--- config.mk ---
export PLATFORM = sky130hd
export DESIGN_NAME = alu_issue_seq
export DESIGN_NICKNAME = d
export VERILOG_FILES = /design/src/rtl/alu_seq_pkg.sv /design/src/rtl/alu_seq_regfile.sv /design/src/rtl/alu_issue_seq.sv
export SDC_FILE = /design/constraint.sdc
export NUM_CORES = 1
export LEC_CHECK = 0
export CAP_MARGIN = 20
export CORE_UTILIZATION = 58
export CTS_CLUSTER_SIZE = 25
export DETAILED_ROUTE_END_ITERATION = 6
export HOLD_SLACK_MARGIN = 0.08
export PLACE_DENSITY = 0.85
export SYNTH_ARGS = -nofsm -noshare
export SYNTH_HDL_FRONTEND = slang
export SYNTH_HIERARCHICAL = 1
export SYNTH_SLANG_ARGS = --single-unit
--- constraint.sdc ---
create_clock -name clk -period 3.25 [get_ports clk]
set_input_delay 0.65 -clock clk [delete_from_list [all_inputs] [get_ports clk]]
set_output_delay 0.65 -clock clk [all_outputs]
set_load 0.02 [all_outputs]
--- src/rtl/alu_seq_pkg.sv ---
// Shared types, field positions and decode helpers for the ALU issue sequencer.
package alu_seq_pkg;

   localparam int NUM_REGS = 4;
   localparam int REG_W    = 16;
   localparam int FUNC_W   = 4;
   localparam int STATUS_W = 8;
   localparam int INSTR_W  = 16;
   localparam int REG_AW   = 2;
   localparam int IMM8_W   = 8;

   localparam int FUNC_MSB = 15;
   localparam int FUNC_LSB = 12;
   localparam int IMM_BIT  = 11;
   localparam int RD_MSB   = 10;
   localparam int RD_LSB   = 9;
   localparam int RS_MSB   = 8;
   localparam int RS_LSB   = 7;
   localparam int RT_MSB   = 6;
   localparam int RT_LSB   = 5;
   localparam int HI_BIT   = 8;
   localparam int IMM8_MSB = 7;
   localparam int IMM8_LSB = 0;

   typedef enum logic [1:0] {
      IDLE = 2'd0,
      EXEC = 2'd1,
      DONE = 2'd2
   } seq_state_t;

   typedef struct packed {
      logic [FUNC_W-1:0] func;
      logic              imm;
      logic [REG_AW-1:0] rd;
      logic [REG_AW-1:0] rs;
      logic [REG_AW-1:0] rt;
      logic              hi;
      logic [IMM8_W-1:0] imm8;
   } instr_fields_t;

   // rs/rt and hi/imm8 overlap; the imm bit decides which view is meaningful.
   function automatic instr_fields_t decode_instr(input logic [INSTR_W-1:0] w);
      instr_fields_t f;
      f.func = w[FUNC_MSB:FUNC_LSB];
      f.imm  = w[IMM_BIT];
      f.rd   = w[RD_MSB:RD_LSB];
      f.rs   = w[RS_MSB:RS_LSB];
      f.rt   = w[RT_MSB:RT_LSB];
      f.hi   = w[HI_BIT];
      f.imm8 = w[IMM8_MSB:IMM8_LSB];
      return f;
   endfunction

   function automatic logic [REG_W-1:0] expand_imm(input logic hi, input logic [IMM8_W-1:0] imm8);
      return hi ? {imm8, 8'h00} : {8'h00, imm8};
   endfunction

endpackage

--- src/rtl/alu_seq_regfile.sv ---
// Four-entry operand register file: one write port, three combinational read ports.
module alu_seq_regfile
   import alu_seq_pkg::*;
(
   input  logic              clk,
   input  logic              rst_n,
   input  logic              we,
   input  logic [REG_AW-1:0] waddr,
   input  logic [REG_W-1:0]  wdata,
   input  logic [REG_AW-1:0] raddr_a,
   output logic [REG_W-1:0]  rdata_a,
   input  logic [REG_AW-1:0] raddr_b,
   output logic [REG_W-1:0]  rdata_b,
   input  logic [REG_AW-1:0] raddr_d,
   output logic [REG_W-1:0]  rdata_d
);

   logic [NUM_REGS-1:0][REG_W-1:0] regs_q;

   genvar gi;
   generate
      for (gi = 0; gi < NUM_REGS; gi++) begin : g_reg
         logic [REG_W-1:0] q_reg;

         always_ff @(posedge clk or negedge rst_n) begin
            if (!rst_n) begin
               q_reg <= '0;
            end else if (we && (waddr == REG_AW'(gi))) begin
               q_reg <= wdata;
            end
         end

         assign regs_q[gi] = q_reg;
      end
   endgenerate

   assign rdata_a = regs_q[raddr_a];
   assign rdata_b = regs_q[raddr_b];
   assign rdata_d = regs_q[raddr_d];

endmodule

--- src/rtl/alu_issue_seq.sv ---
// Issues one instruction at a time to the ALU, waits ALU_LAT+1 cycles and writes the result back.
// Optional ALU_SEQ_ACCEPT_IN_DONE_EN: accept the next instruction during the writeback cycle.
module alu_issue_seq
   import alu_seq_pkg::*;
#(
   parameter int ALU_LAT = 1
)
(
   input  logic                clk,
   input  logic                rst_n,
   input  logic                instr_valid,
   input  logic [INSTR_W-1:0]  instr,
   output logic                instr_ready,
   output logic [REG_W-1:0]    alu_a,
   output logic [REG_W-1:0]    alu_b,
   output logic [REG_W-1:0]    alu_imm_val,
   output logic                alu_imm,
   output logic [FUNC_W-1:0]   alu_func,
   input  logic [REG_W-1:0]    alu_out,
   input  logic [STATUS_W-1:0] alu_status,
   output logic                wb_valid,
   output logic [REG_AW-1:0]   wb_rd,
   output logic [REG_W-1:0]    wb_data,
   output logic [STATUS_W-1:0] status_q,
   output logic                busy
);

   localparam int CNT_W = 3;
   localparam logic [CNT_W-1:0] CNT_LAST = CNT_W'(ALU_LAT);

   seq_state_t          state_reg;
   seq_state_t          state_next;
   logic [CNT_W-1:0]    cnt_reg;
   logic [REG_AW-1:0]   rd_reg;
   logic [REG_AW-1:0]   wb_rd_reg;
   logic [REG_W-1:0]    wb_data_reg;
   logic [STATUS_W-1:0] status_reg;

   logic [REG_W-1:0]    alu_a_reg;
   logic [REG_W-1:0]    alu_b_reg;
   logic [REG_W-1:0]    alu_imm_val_reg;
   logic                alu_imm_reg;
   logic [FUNC_W-1:0]   alu_func_reg;

   instr_fields_t       fields;
   logic [REG_W-1:0]    rf_rs;
   logic [REG_W-1:0]    rf_rt;
   logic [REG_W-1:0]    rf_rd;
   logic [REG_W-1:0]    rs_val;
   logic [REG_W-1:0]    rt_val;
   logic [REG_W-1:0]    rd_val;
   logic                accept;
   logic                exec_last;

   assign fields    = decode_instr(instr);
   assign exec_last = (state_reg == EXEC) && (cnt_reg == CNT_LAST);

`ifdef ALU_SEQ_ACCEPT_IN_DONE_EN
   assign instr_ready = (state_reg == IDLE) || (state_reg == DONE);
`else
   assign instr_ready = (state_reg == IDLE);
`endif

   assign accept = instr_valid && instr_ready;

   alu_seq_regfile u_regfile (
      .clk     (clk),
      .rst_n   (rst_n),
      .we      (exec_last),
      .waddr   (rd_reg),
      .wdata   (alu_out),
      .raddr_a (fields.rs),
      .rdata_a (rf_rs),
      .raddr_b (fields.rt),
      .rdata_b (rf_rt),
      .raddr_d (fields.rd),
      .rdata_d (rf_rd)
   );

`ifdef ALU_SEQ_ACCEPT_IN_DONE_EN
   // Operands picked up in DONE must see the result being retired in that same cycle.
   logic wb_fwd;
   assign wb_fwd = (state_reg == DONE);
   assign rs_val = (wb_fwd && (fields.rs == wb_rd_reg)) ? wb_data_reg : rf_rs;
   assign rt_val = (wb_fwd && (fields.rt == wb_rd_reg)) ? wb_data_reg : rf_rt;
   assign rd_val = (wb_fwd && (fields.rd == wb_rd_reg)) ? wb_data_reg : rf_rd;
`else
   assign rs_val = rf_rs;
   assign rt_val = rf_rt;
   assign rd_val = rf_rd;
`endif

   always_comb begin
      state_next = state_reg;
      unique case (state_reg)
         IDLE:    if (accept) state_next = EXEC;
         EXEC:    if (exec_last) state_next = DONE;
         DONE:    state_next = accept ? EXEC : IDLE;
         default: state_next = IDLE;
      endcase
   end

   always_ff @(posedge clk or negedge rst_n) begin
      if (!rst_n) begin
         state_reg <= IDLE;
         cnt_reg   <= '0;
      end else begin
         state_reg <= state_next;
         if (accept) begin
            cnt_reg <= '0;
         end else if (state_reg == EXEC) begin
            cnt_reg <= cnt_reg + CNT_W'(1);
         end
      end
   end

   // Issue registers stay put until the next acceptance so the ALU sees stable inputs.
   always_ff @(posedge clk or negedge rst_n) begin
      if (!rst_n) begin
         alu_a_reg       <= '0;
         alu_b_reg       <= '0;
         alu_imm_val_reg <= '0;
         alu_imm_reg     <= 1'b0;
         alu_func_reg    <= '0;
         rd_reg          <= '0;
      end else if (accept) begin
         alu_a_reg       <= fields.imm ? '0 : rs_val;
         alu_b_reg       <= fields.imm ? rd_val : rt_val;
         alu_imm_val_reg <= fields.imm ? expand_imm(fields.hi, fields.imm8) : '0;
         alu_imm_reg     <= fields.imm;
         alu_func_reg    <= fields.func;
         rd_reg          <= fields.rd;
      end
   end

   always_ff @(posedge clk or negedge rst_n) begin
      if (!rst_n) begin
         wb_rd_reg   <= '0;
         wb_data_reg <= '0;
         status_reg  <= '0;
      end else if (exec_last) begin
         wb_rd_reg   <= rd_reg;
         wb_data_reg <= alu_out;
         status_reg  <= alu_status;
      end
   end

   assign alu_a       = alu_a_reg;
   assign alu_b       = alu_b_reg;
   assign alu_imm_val = alu_imm_val_reg;
   assign alu_imm     = alu_imm_reg;
   assign alu_func    = alu_func_reg;
   assign wb_valid    = (state_reg == DONE);
   assign wb_rd       = wb_rd_reg;
   assign wb_data     = wb_data_reg;
   assign status_q    = status_reg;
   assign busy        = (state_reg != IDLE);

endmodule

==> results.py <==
metrics = {
    "clock_tree": {
        "cts_made_buffers": 17,
        "cts_hold_buf": 0,
        "cts_tree": "built",
        "clock_path_buffers": 2,
        "post_cts_resized": 0,
        "clock_latency_ps": 420,
        "cts-root-buf": "clkbuf_16",
        "clkSinkCount": 150,
        "path_clk_slew_ps": 50,
        "postCtsSetupRepairBufs": 0,
        "ctsHtreeMaxLevel": 4,
    },
    "grt": {
        "grt_pass1_vias": 4809,
        "grt-ovfl-total": 0,
        "grt.total_usage": 0.252,
        "grt_antenna_before_repair": 0,
        "grt_pass1_wl_mm": 24.7,
        "grt_max_degree": 84,
    },
    "outcome": {
        "status": "finished clean",
    },
    "floorplanning": {
        "start_util": 0.605,
        "coreArea_um2": 12200,
        "die-width_um": 115,
        "ioPinCount": 125,
        "die_h_um": 115,
        "die_area_um2": 13200,
        "rows": 40,
    },
    "worst_setup_path": {
        "slowest_stage": "clkdlybuf4s50_1",
        "crit_fanout": 11,
        "start_kind": "flop",
        "crit_required_ps": 2600,
        "crit_arrival_ps": 1730,
        "path_class": "flop to output pin",
        "cp-end-kind": "output pin",
        "critical_path.max_stage_delay_ps": 590,
        "crit_chain": "nor2_1 > inv_1 > clkdlybuf4s50_1",
        "r2r_cells": 5,
    },
    "place": {
        "dpl.hpwl_mm": 9.58,
        "place_ws_ps": 515,
        "place_area_um2": 8720,
        "numPortBuffers": 124,
        "place.gp.congestion": 0.712,
    },
    "cells_and_area": {
        "finalInstanceArea_um2": 9290,
        "fin_util": 0.761,
        "layout_commonest_cell": "dfrtp_1",
        "layout-drive-gt1-share": 0.434,
        "antenna_cells": 0,
        "area_growth_pct": 25.6,
        "final_nets": 615,
        "fillers": 775,
        "regArea_um2": 3750,
        "layout_common_cells": "dfrtp_1 (150), mux2_2 (136), clkdlybuf4s50_1 (122), mux4_2 (48), mux2_4 (19)",
        "largest_reg_flops": 64,
        "multi_input_area_um2": 3390,
    },
    "sta": {
        "finalWorstSetupSlack_ps": 871,
        "finalHoldViolations": 0,
        "whs_ps": 148,
        "tns_ps": 0,
        "rsz0062_at_grt": "no",
        "setup_viol": 0,
        "fin_worst_skew_ps": 3.72,
        "tightest_slew_ps": 876,
        "final-max-slew-violation-count": 0,
        "finalCritPeriodShare": 0.732,
        "layout_min_cycle_time_ps": 2380,
        "max-slew-margin-rel": 0.416,
        "max_freq_mhz": 420,
    },
    "pwr": {
        "ir_worst_vdd_mv": 0.626,
        "p_sw_mw": 3.06,
        "pwr-share-clk": 0.195,
        "internal-power_mw": 6.50,
        "p_seq_frac": 0.370,
        "p_leak_nw": 3.94,
        "switching_share": 0.320,
        "powerDensity_nw_per_um2": 1030,
        "pwr-share-comb": 0.435,
    },
    "detailed_routing": {
        "vias_per_cell": 5.92,
        "via_count": 4437,
        "drt_iter0_drc": 237,
        "drt-pass1-iter-count": 4,
        "routedWlPerCell_um": 20.7,
        "ant_nets": 0,
        "wirelength_mm": 15.5,
        "drcViolationCount": 0,
    },
    "logic_synthesis": {
        "ys_ff_latch": 150,
        "syn-num-nets": 491,
        "synth_seq_area_share": 0.508,
        "synth_warnings": 6,
        "synth_cell_types": 28,
        "synthesis.area_um2": 7390,
        "synth_cells": 446,
        "synth_area_per_cell_um2": 16.6,
    },
    "run": {
        "maxCapViolations": 0,
    },
    "min_path": {
        "min_path_type": "primary input to async pin",
    },
}
==> synthesized netlist by cell type <==
cell type	number	area share
buf_2	9	0.0061
buf_4	5	0.0051
buf_6	7	0.011
nor3b_4	1	0.0025
inv_1	3	0.0015
nand3_2	1	0.0014
nand3b_2	2	0.0030
and3b_1	9	0.011
and4bb_1	1	0.0017
a31oi_1	1	0.00085
nor2b_1	17	0.014
a21o_1	2	0.0020
clkbuf_8	1	0.0019
clkbuf_1	8	0.0041
and3_1	8	0.0068
ha_1	2	0.0034
nor2_1	1	0.00051
mux2_2	136	0.21
buf_12	2	0.0054
a211o_1	1	0.0012
nor3b_2	1	0.0017
o21bai_1	1	0.0010
nor3b_1	2	0.0020
mux2_1	6	0.0091
and4bb_2	2	0.0034
mux4_2	48	0.15
dfrtp_1	150	0.51
mux2_4	19	0.039
==> stage by stage <==
| stage | instances | power (mW) |
|---|---|---|
| 5_1_grt | 749 | 10.0 |
| 3_3_place_gp | 719 | 7.49 |
| 6_report | 749 | 9.56 |
| 2_1_floorplan | 446 | 6.17 |
| 4_1_cts | 749 | 9.63 |
| 3_5_place_dp | 719 | 7.70 |
==> metal layers <==
| layer | part of all wire | wire length (um) | GRT usage |
|---|---|---|---|
| met1 | 0.42 | 6450 | 0.311 |
| met2 | 0.51 | 7940 | 0.433 |
| met3 | 0.055 | 854 | 0.0543 |
| met4 | 0.016 | 242 | 0.101 |
| met5 | 0 | 0 | 0 |
==> power groups by stage <==
stage | Clock [mW] | Sequential [mW] | Combinational, mW
after floorplan | 0 | 3.93 | 2.24
after global placement | 0 | 3.44 | 4.05
after detailed placement | 0 | 3.54 | 4.16
after CTS | 1.90 | 3.53 | 4.20
after global routing | 1.97 | 3.65 | 4.40
final | 1.86 | 3.54 | 4.16
==> cells by family after synthesis <==
logic type / share of synthesized area
compound gates: 0.00508
fa+ha+maj: 0.00338
buf+inv: 0.0347
flops: 0.508
mux: 0.401
simple gates: 0.0481
==> cell type report <==
| class | count | area share |
|---|---|---|
| timing repair buffer | 137 | 0.146 |
| clock buffer | 27 | 0.0563 |
| clock inverter | 3 | 0.00431 |
| inverter | 3 | 0.00121 |
| multi-input combinational | 261 | 0.365 |
| tap | 168 | 0.0226 |
| sequential | 150 | 0.404 |
==> final timing paths <==
check                      slack [ps]                      endpoint       startpoint
max                               870                          busy     state_reg[0]
min                               150                   alu_func[0]            rst_n
max reg2reg                      1080  u_regfile/g_reg[2].q_reg[10]       cnt_reg[1]
min reg2reg                       480               alu_imm_val[11]  alu_imm_val[11]
max in group asynchronous        2330   u_regfile/g_reg[2].q_reg[5]            rst_n
min in group clk                  480               alu_imm_val[11]  alu_imm_val[11]
==> critical path: cells and delay by family, from the launching register on <==
family,cells,cell delay [ps]
AND/OR/NAND/NOR,1,110
flip-flops,1,550
buffers and inverters,2,650
Power figures use the tool's default switching activity.
